==> config.mk <==
export PLATFORM = sky130hd
export DESIGN_NAME = pc_seq_ctrl
export DESIGN_NICKNAME = d
export VERILOG_FILES = /design/src/rtl/pc_seq_ctrl_pkg.sv /design/src/rtl/pc_seq_ctrl_fetch_timeout_ctr.sv /design/src/rtl/pc_seq_ctrl.sv
export SDC_FILE = /design/constraint.sdc
export NUM_CORES = 1
export LEC_CHECK = 0
export BUFFER_PORTS_ARGS = -buffer_cell sky130_fd_sc_hd__buf_2
export CAP_MARGIN = 20
export CELL_PAD_IN_SITES_DETAIL_PLACEMENT = 0
export CELL_PAD_IN_SITES_GLOBAL_PLACEMENT = 1
export CORE_MARGIN = 3
export CORE_UTILIZATION = 39
export DETAILED_ROUTE_END_ITERATION = 8
export PLACE_DENSITY = 0.82
export SETUP_SLACK_MARGIN = 0.05
export SYNTH_ARGS = -nofsm -noshare
export SYNTH_HDL_FRONTEND = slang
export SYNTH_SLANG_ARGS = --single-unit
export TNS_END_PERCENT = 100
==> constraint.sdc <==
create_clock -name clk -period 2.3 [get_ports clk]
set_input_delay 0.115 -clock clk [delete_from_list [all_inputs] [get_ports clk]]
set_output_delay 0.115 -clock clk [all_outputs]
set_load 0.01 [all_outputs]
==> src/rtl/pc_seq_ctrl_pkg.sv <==
// pc_seq_ctrl_pkg: shared state encoding, opcodes and PC-select codes for the
// fetch/sequence controller and the PC datapath.
`default_nettype none

package pc_seq_ctrl_pkg;

  typedef enum logic [2:0] {
    ST_IDLE   = 3'd0,
    ST_FETCH  = 3'd1,
    ST_DECODE = 3'd2,
    ST_EXEC   = 3'd3,
    ST_UPDATE = 3'd4,
    ST_HALT   = 3'd5,
    ST_ERROR  = 3'd6
  } state_t;

  localparam logic [5:0] OP_J   = 6'b000010;
  localparam logic [5:0] OP_BEQ = 6'b000100;
  localparam logic [5:0] OP_BNE = 6'b000101;

  localparam logic [1:0] PCSEL_SEQ = 2'b00;
  localparam logic [1:0] PCSEL_BR  = 2'b01;
  localparam logic [1:0] PCSEL_JMP = 2'b10;

  function automatic logic branch_taken(input logic [5:0] op, input logic zero);
    if (op == OP_BEQ) return zero;
    if (op == OP_BNE) return !zero;
    return 1'b0;
  endfunction

endpackage

`default_nettype wire

==> src/rtl/pc_seq_ctrl_fetch_timeout_ctr.sv <==
// ============================================================================
// fetch_timeout_ctr: 8-bit wait counter; expired flags the last allowed cycle.
// Rev 1.0
// ============================================================================
`default_nettype none

module fetch_timeout_ctr #(
  parameter int unsigned LIMIT = 16
) (
  input  logic clk,
  input  logic rst_n,
  input  logic clear,
  input  logic en,
  output logic expired
);

  localparam logic [7:0] c_LAST = 8'(LIMIT - 1);

  logic [7:0] r_count;

  always_ff @(posedge clk or negedge rst_n) begin
    if (!rst_n) begin
      r_count <= '0;
    end else if (clear) begin
      r_count <= '0;
    end else if (en) begin
      r_count <= r_count + 8'd1;
    end
  end

  // High while the current wait cycle is the LIMIT-th one without an ack.
  assign expired = (r_count == c_LAST);

endmodule

`default_nettype wire

==> src/rtl/pc_seq_ctrl.sv <==
// ============================================================================
// pc_seq_ctrl: fetch/decode/execute sequencer driving PC select and write.
// Rev 1.0
// ============================================================================
`default_nettype none

module pc_seq_ctrl
  import pc_seq_ctrl_pkg::*;
#(
  parameter int unsigned TIMEOUT_CYC = 16
) (
  input  logic        clk,
  input  logic        rst_n,
  output logic        imem_req,
  input  logic        imem_ack,
  input  logic [31:0] imem_data,
  output logic [31:0] ir,
  output logic        ex_start,
  input  logic        ex_done,
  input  logic        alu_zero,
  input  logic        halt_req,
  output logic [1:0]  pc_sel,
  output logic        pc_we,
  output logic        halted,
  output logic        fetch_err,
  output logic [31:0] instret
);

  state_t      r_state;
  state_t      w_next;
  logic [31:0] r_ir;
  logic [31:0] r_instret;
  logic        r_jump;
  logic        r_taken;
  logic        r_fetch_err;
  logic        w_is_jump;
  logic        w_expired;
  logic        w_ctr_clear;
  logic        w_ctr_en;

  assign w_is_jump   = (r_ir[31:26] == OP_J);
  assign w_ctr_clear = (r_state != ST_FETCH) || imem_ack;
  assign w_ctr_en    = (r_state == ST_FETCH) && !imem_ack;

  fetch_timeout_ctr #(
    .LIMIT(TIMEOUT_CYC)
  ) u_timeout (
    .clk    (clk),
    .rst_n  (rst_n),
    .clear  (w_ctr_clear),
    .en     (w_ctr_en),
    .expired(w_expired)
  );

  always_ff @(posedge clk or negedge rst_n) begin
    if (!rst_n) begin
      r_state <= ST_IDLE;
    end else begin
      r_state <= w_next;
    end
  end

  always_comb begin
    w_next = r_state;
    case (r_state)
      ST_IDLE:   w_next = ST_FETCH;
      ST_FETCH: begin
        if (imem_ack) begin
          w_next = ST_DECODE;
        end else if (w_expired) begin
          w_next = ST_ERROR;
        end
      end
      ST_DECODE: w_next = w_is_jump ? ST_UPDATE : ST_EXEC;
      ST_EXEC:   if (ex_done) w_next = ST_UPDATE;
      ST_UPDATE: w_next = halt_req ? ST_HALT : ST_FETCH;
      ST_HALT:   if (!halt_req) w_next = ST_FETCH;
      ST_ERROR:  w_next = ST_ERROR;
      default:   w_next = ST_IDLE;
    endcase
  end

  always_comb begin
    imem_req = (r_state == ST_FETCH);
    ex_start = (r_state == ST_DECODE) && !w_is_jump;
    pc_we    = (r_state == ST_UPDATE);
    halted   = (r_state == ST_HALT);
  end

  // Jump and taken bits are exclusive, so pc_sel never shows 2'b11.
  always_ff @(posedge clk or negedge rst_n) begin
    if (!rst_n) begin
      r_ir        <= '0;
      r_instret   <= '0;
      r_jump      <= 1'b0;
      r_taken     <= 1'b0;
      r_fetch_err <= 1'b0;
    end else begin
      case (r_state)
        ST_FETCH: begin
          if (imem_ack) begin
            r_ir <= imem_data;
          end else if (w_expired) begin
            r_fetch_err <= 1'b1;
          end
        end
        ST_DECODE: begin
          r_jump  <= w_is_jump;
          r_taken <= 1'b0;
        end
        ST_EXEC: begin
          if (ex_done) begin
            r_taken <= branch_taken(r_ir[31:26], alu_zero);
          end
        end
        ST_UPDATE: r_instret <= r_instret + 32'd1;
        default: ;
      endcase
    end
  end

  assign ir        = r_ir;
  assign instret   = r_instret;
  assign fetch_err = r_fetch_err;
  assign pc_sel    = {r_jump, r_taken};

endmodule

`default_nettype wire

# Yosys cells after proc, flatten, opt, wreduce, memory -nomap -nowiden
# Cells that the tools add are included.
[word_totals] ff_bits=78 latch_bits=0 ramBits=0 mem_bits_ro=0 input_bits=38 out_inout_bits=71 wordCells=59 memories=0
[op_classes] addsub=2 n_mul=0 n_div=0 order_cmp=0 eq_ne=14 n_shift=0 muxes=22 bitwise=1 reduce_logical=13
[op_table] operator="$add A32 B1 Y32 const B" count=1
[op_table] operator="$pmux W3 S7" count=1
[op_table] operator="$mux W3" count=6
[op_table] operator="$mux W8" count=2
[op_table] operator="$eq A6 B3 Y1 const B" count=2
[op_table] operator="$mux W1" count=12
[op_table] operator="$eq A3 B3 Y1 const B" count=3
[op_table] operator="$add A8 B1 Y8 const B" count=1
[op_table] operator="$eq A8 B4 Y1 const B" count=1
[op_table] operator="$eq A3 B2 Y1 const B" count=2
[op_table] operator="$eq A6 B2 Y1 const B" count=1
[op_table] operator="$ne A3 B1 Y1 const B" count=2
[op_table] operator="$reduce_and A3 Y1" count=2
[op_table] operator="$ne A2 B2 Y1 const B" count=2
[op_table] operator="$reduce_and A2 Y1" count=2
[op_table] operator="$reduce_bool A2 Y1" count=2
[op_table] operator="$eq A3 B1 Y1 const B" count=1
[op_table] operator="$logic_not A1 Y1" count=3
[op_table] operator="$logic_not A3 Y1" count=1
[op_table] operator="$logic_and A1 B1 Y1" count=2
[op_table] operator="$pmux W1 S2" count=1
[op_table] operator="$logic_or A1 B1 Y1" count=1
[op_table] operator="$not A1 Y1" count=1

# Logic depth before layout (Yosys ltp)
# Gate-level depths: netlist of the first run.
[depth] word_depth=11 mapped_depth=6 mapped_depth_nobuf=6

# By module
# A second synthesis of the first run with hierarchy kept.
[unflattened] hier_cells=288 area_unflattened_um2=3440.8
[by_module_without_submodules] mod="pc_seq_ctrl" n_inst=1 cells_per_inst=249 area_each_um2=3046.7 seq_area_each_um2=1751.7
[by_module_without_submodules] mod="fetch_timeout_ctr" n_inst=1 cells_per_inst=39 area_each_um2=394.1 seq_area_each_um2=200.2

# Worst setup path after synthesis of the first run
# No wires, ideal clock.
[synth_path] kind="register to register" start="register r_state[1]" end="register r_instret[24], in the netlist instret[24]" setup_time_ps=79 arrival_ps=1653 required_ps=2221 path_slack_ps=568 stages_incl_launch_ff=6 path_buffers=0 synth_period_minus_slack_ps=1732 path_cell_list="dfrtp_1 nor3b_4 nand2_2 nor4_4 and3_1 xor2_1"
[synth_between] elab_chain_len=1
[synth_rtl] element="start: declaration" line="pc_seq_ctrl.sv:29" rtl="state_t r_state;"
[synth_rtl] element="start signal: assignment" line="pc_seq_ctrl.sv:59" rtl="r_state <= w_next;"
[synth_rtl] element="$eq A3 B3 Y1"
[synth_rtl] element="net pc_we" line="pc_seq_ctrl.sv:23" rtl="output logic pc_we,"
[synth_rtl] element="end signal: assignment" line="pc_seq_ctrl.sv:116" rtl="ST_UPDATE: r_instret <= r_instret + 32'd1;"
[synth_rtl] element="end: declaration" line="pc_seq_ctrl.sv:32" rtl="logic [31:0] r_instret;"
# The timed path passes the listed nets, and every way through them passes these cells.
# A chain may end at the register's enable or synchronous reset.

# Worst setup path after layout of the first run
[layout_path] start="register r_instret[2], in the netlist instret[2]" end="register r_instret[24], in the netlist instret[24]"
[layout_between] elab_chain_len=1
[layout_rtl] element="$add A32 B1 Y32" line="pc_seq_ctrl.sv:116"
# Every way passes these cells.

==> results of run 1 <==
critical path, stage by stage (launching register included):
cell and delay [ns]:
dfrtp_1 0.46, and4_1 0.30, nand4_4 0.20, nor4_4 0.45
and3_1 0.23, xor2_1 0.15
final cells by class:
cell class	count	area share, %
flip-flops and latches	78	42.89
inverters	3	0.2475
well taps	105	2.887
repair buffers	147	20.46
clock inverters	5	0.7974
clock buffers	11	2.887
multi-input cells	172	29.83
registers in the layout, summed over array words and instances, names as in the netlist:
| register | flops |
|---|---|
| r_taken | 1 |
| r_state | 3 |
| u_timeout.r_count | 8 |
| r_jump | 1 |
| fetch_err | 1 |
| instret | 32 |
| ir | 32 |
worst max-delay path by stage:
stage	from	endpoint	slack (ns)	depth (start not counted)
final	instret[2]	instret[24]	0.43	5
after detailed placement	r_state[0]	instret[24]	0.40	5
after CTS	instret[2]	instret[24]	0.41	5
after floorplan	r_state[1]	instret[24]	0.57	5
after global routing	r_state[2]	instret[24]	0.27	5
after global placement	r_state[0]	instret[26]	0.47	5
kinds of logic after synthesis:
kind of cell,after synthesis,share of synthesized area [%]
AND/OR/NAND/NOR,85,15.51
AO/OA/AOI/OAI,13,2.685
adder cells (fa/ha/maj),2,0.7456
XOR/XNOR,38,9.918
flip-flops,78,58.17
buffers and inverters,11,1.566
multiplexers,34,11.41
report_power, final:
group / internal (W) / switching, W
clock network: 0.000393 / 0.000499
logic: 0.000795 / 0.000731
registers: 0.00174 / 0.000297
cell usage after synthesis (all sizes together):
master	count	share of area [%]
o311ai	1	0.26
nor2	15	1.7
a22oi	1	0.22
and4	4	1.0
nor4	3	1.5
dfrtp	78	58
clkbuf	3	0.34
a22o	1	0.26
nand3	14	2.2
and2	1	0.19
a211oi	1	0.22
o21bai	2	0.45
ha	2	0.75
nand2	13	1.5
and3	12	2.2
nor3b	3	1.0
xor2	17	4.4
a32oi	2	0.52
nand3b	2	0.45
mux2	34	11
buf	5	0.89
inv	3	0.34
or3	1	0.19
nand4	6	1.6
nand2b	4	0.75
o21ai	3	0.45
xnor2	21	5.5
a21oi	2	0.30
nor3	7	1.2
layer usage:
layer  vias up  global-route usage (%)  part of all wire [%]  routed length [um]
li1       1213                       -                     -                   -
met1      1189                   21.69                    47                3377
met2        95                   22.00                    43                3084
met3        12                   5.945                   9.3                 674
met4         0                   6.303                   1.6                 113
met5         -                       0                     0                   0
timing repair:
action | 4_1_cts | 5_1_grt
setup buffers | 0 | 0
hold buffers | 33 | 0
endpoints found under the hold margin | 75 | 0
metrics by stage:
| step | area (um^2) | util (%) |
|---|---|---|
| after global routing | 4551 | 54.83 |
| final | 4551 | 54.83 |
| after floorplan | 3356 | - |
| after global placement | 4053 | 48.83 |
| after CTS | 4551 | 54.83 |
| after detailed placement | 4053 | 48.83 |
==> run_results.csv, run 1 <==
group,metric,value,unit
floorplanning,dieArea,9754,um^2
setup_path,r2r_start,"instret[2]",
cts,ctsResizeCount,0,
global_routing,grt_pass1_vias,2595,
min_path,min_from,"halt_req",
placement,dpl.hpwl,5.014,mm
floorplanning,dieWidth,98.76,um
cells_and_area,drive_gt1_share,40.38,%
placement,dpl.cell_count,472,
cts,ctsRootBufferMaster,"clkbuf_8",
global_routing,grt_max_degree,46,
cells_and_area,seqCellArea,1952,um^2
timing,setup_ws,0.4327,ns
floorplanning,core,8299,um^2
power_and_ir_drop,power_leakage,2.297,nW
timing,worstMarginPinSlew,0.5639,ns
placement,portBuffers,108,
timing,finalClockSkew,0.01354,ns
cts,clk_pin_slew_worst_paths,0.08,ns
cts,htreeDepth,3,
synthesis,yosys_warnings,0,
power_and_ir_drop,finalPower,0.004455,W
global_routing,grt_pass1_wl,12.39,mm
cts,clock-sinks,78,
cells_and_area,final_common_cell,"buf_2",
placement,gp_congestion,0.7762,
cells_and_area,fillers,701,
cells_and_area,most-common-layout-cells,"buf_2 (107), dfrtp_1 (78), mux2_2 (33), dlygate4sd3_1 (33), xnor2_1 (21)",
synthesis,syn-num-nets,301,
detailed_routing,drcViolationCount,0,
detailed_routing,routed_wl,7.249,mm
cts,cts_buffers,9,
placement,pre_cts_ws,0.3999,ns
min_path,hold-path-endpoint,"r_state[2]",
timing,hold_viol_final,0,
floorplanning,die_y,98.76,um
cts,clk_path_buf_depth,2,
power_and_ir_drop,powerDensity,979.0,nW/um^2
detailed_routing,first_pass_iters,4,
synthesis,syn-cell-area,3356,um^2
timing,fmax,535.5,MHz
timing,fin_crit_sh,81.19,%
global_routing,grt_usage,15.63,%
setup_path,reg2regPathDepth,5,
synthesis,syn_avg_cell_area,12.86,um^2
timing,finalSetupViolCount,0,
setup_path,timing.rr.end,"instret[24]",
setup_path,cp.required,2.57,ns
cells_and_area,fin_nets,451,
floorplanning,std_cell_rows,33,
detailed_routing,drtIter0Drc,55,
synthesis,yosysUniqueCellTypes,37,
timing,relSlewSlack,62.41,%
global_routing,grt-ovfl-total,0,
timing,rsz0062_at_grt,"false",
setup_path,cp-end-kind,"flop",
global_routing,antenna_found_initial,0,
setup_path,r2r_slack,0.43,ns
timing,drv_slew,0,
cts,clock_latency,0.34,ns
run,cap_viol_max_count,0,
run_status,status,"completed",
setup_path,path_max_fanout,8,
setup_path,worstPathArrival,2.13,ns
setup_path,path_class,"reg2reg",
detailed_routing,vias,2509,
synthesis,synth-seq-cells,78,
detailed_routing,ant_nets,0,
setup_path,cp-start-kind,"flop",
power_and_ir_drop,peakVddDrop,590.6,uV
cts,tritoncts,"yes",
floorplanning,start_util,40.43,%
cells_and_area,multi_input_area,1358,um^2
cells_and_area,area_delta_synth_final,35.61,%
min_path,hold_depth,3,
synthesis,synth-seq-area-share,58.17,%
floorplanning,num_io_pins,109,
cells_and_area,diodes,0,
min_path,min_path_type,"in2reg",
cells_and_area,final_cells,521,
timing,holdWs,0.06906,ns
detailed_routing,wl_per_cell,13.91,um
timing,setup_tns,0,ns
synthesis,postSynthCellCount,261,
detailed_routing,viasPerCell,4.816,
timing,finalCriticalPeriod,1.867,ns
(Power assumes the default switching activity.)
==> inputs of run 2 (changes only) <==
Clock period 2.3 ns to 1.9 ns, I/O delays scaled along.
==> run 2 against run 1 <==
Net effect: via count is 0.56% higher; global-route usage is 0.42 points higher; die area stayed put; critical path depth stayed put; register-to-register slack worse by 0.29 ns; largest cell class unchanged; final cell count is 0.96% higher.
==> run_results.csv, run 2 (synthesis results as in run 1) <==
group,metric,value,unit
run_status,status,"completed",
cts,htreeDepth,3,
cells_and_area,fin_nets,456,
placement,gp_congestion,0.8326,
timing,relSlewSlack,67.40,%
timing,finalCriticalPeriod,1.761,ns
floorplanning,std_cell_rows,33,
setup_path,path_max_fanout,5,
setup_path,timing.rr.end,"instret[24]",
detailed_routing,wl_per_cell,14.13,um
global_routing,grt_pass1_wl,12.68,mm
global_routing,grt_usage,16.05,%
min_path,min_path_type,"in2reg",
placement,portBuffers,108,
setup_path,crit_end,"instret[24]",
detailed_routing,vias,2523,
cts,clk_path_buf_depth,2,
power_and_ir_drop,powerDensity,1273,nW/um^2
detailed_routing,viasPerCell,4.797,
cells_and_area,final_common_cell,"buf_2",
power_and_ir_drop,power_leakage,2.381,nW
power_and_ir_drop,finalPower,0.005989,W
timing,fmax,568.0,MHz
min_path,min_from,"halt_req",
detailed_routing,drtIter0Drc,53,
global_routing,antenna_found_initial,0,
setup_path,startpoint,"instret[14]",
timing,finalClockSkew,0.01093,ns
setup_path,worstPathArrival,2.03,ns
cts,tritoncts,"yes",
timing,worstMarginPinSlew,0.4889,ns
run,cap_viol_max_count,0,
floorplanning,core,8299,um^2
global_routing,grt_max_degree,43,
detailed_routing,first_pass_iters,4,
cells_and_area,drive_gt1_share,42.04,%
cells_and_area,area_delta_synth_final,40.23,%
floorplanning,dieWidth,98.76,um
placement,dpl.hpwl,5.093,mm
placement,pre_cts_ws,0.1071,ns
global_routing,grt_pass1_vias,2655,
setup_path,reg2regPathDepth,5,
global_routing,grt-ovfl-total,0,
floorplanning,start_util,40.43,%
timing,setup_tns,0,ns
cts,clk_pin_slew_worst_paths,0.07,ns
setup_path,cp-end-kind,"flop",
timing,finalSetupViolCount,0,
timing,hold_viol_final,0,
cts,postCtsSetupBuffers,0,
timing,rsz0062_at_grt,"true",
setup_path,cp-start-kind,"flop",
cts,ctsRootBufferMaster,"clkbuf_8",
cts,clock_latency,0.35,ns
placement,place_area,4103,um^2
detailed_routing,ant_nets,0,
setup_path,cp.required,2.17,ns
cells_and_area,fin_area,4706,um^2
cts,cts_buffers,9,
timing,drv_slew,0,
detailed_routing,routed_wl,7.435,mm
floorplanning,num_io_pins,109,
power_and_ir_drop,peakVddDrop,846.0,uV
setup_path,r2r_slack,0.14,ns
floorplanning,die_y,98.76,um
cells_and_area,diodes,0,
cts,clock-sinks,78,
timing,setup_ws,0.1395,ns
cells_and_area,most-common-layout-cells,"buf_2 (107), dfrtp_1 (77), mux2_2 (33), dlygate4sd3_1 (33), xnor2_1 (21)",
timing,fin_crit_sh,92.66,%
setup_path,r2r_start,"instret[14]",
detailed_routing,drcViolationCount,0,
setup_path,path_class,"reg2reg",
floorplanning,dieArea,9754,um^2
==> run 2: cell type report <==
type                            count  area (um^2)
Clock inverter                      6        133.9
Fill cell                         695         3593
Multi-Input combinational cell    172         1368
Timing Repair Buffer              152        980.9
Clock buffer                       10        127.6
Tap cell                          105        131.4
Sequential cell                    78         1953
Inverter                            3        11.26
==> run 2: per-layer routing <==
layer	share of wire (%)	track usage, %	vias up
li1	-	-	1221
met5	0	0	-
met3	9.1	7.148	9
met4	1.3	4.412	0
met2	42	23.09	92
met1	47	22.08	1201
==> run 2: per-stage QoR <==
step                      hold WS [ns]  utilization [%]  cells
final                          0.03016            56.70    526
after floorplan                -0.2006                -    261
after CTS                     0.009990            56.57    526
after global placement         0.09332            49.43    477
after detailed placement       0.09723            49.43    477
after global routing           0.01208            56.70    526
==> run 2: worst max-delay path: stages, from the launching register on <==
cell	delay [ns]
dfrtp_1	0.42
and4_1	0.30
nand3_2	0.17
nor4_4	0.42
and3_1	0.23
xor2_1	0.14
==> run 2: worst min path at each step <==
stage / end / cells after the start
finish: r_state[2] / 3
global route: r_state[2] / 3
CTS: r_state[2] / 3
detailed placement: instret[8] / 1
global placement: instret[6] / 1
floorplan: fetch_err / 0
==> run 2: what timing repair did <==
item                       4_1_cts  5_1_grt
hold endpoints to repair        68        0
hold buffers                    33        0
setup endpoints to repair        0       13
resized for setup                0        3
==> run 2: power breakdown <==
group          total [W]  internal, W  switching (W)  leakage [nW]
clock            0.00161      0.00101       0.000607         0.130
combinational    0.00197      0.00101       0.000954          1.24
sequential       0.00241      0.00211       0.000300          1.01
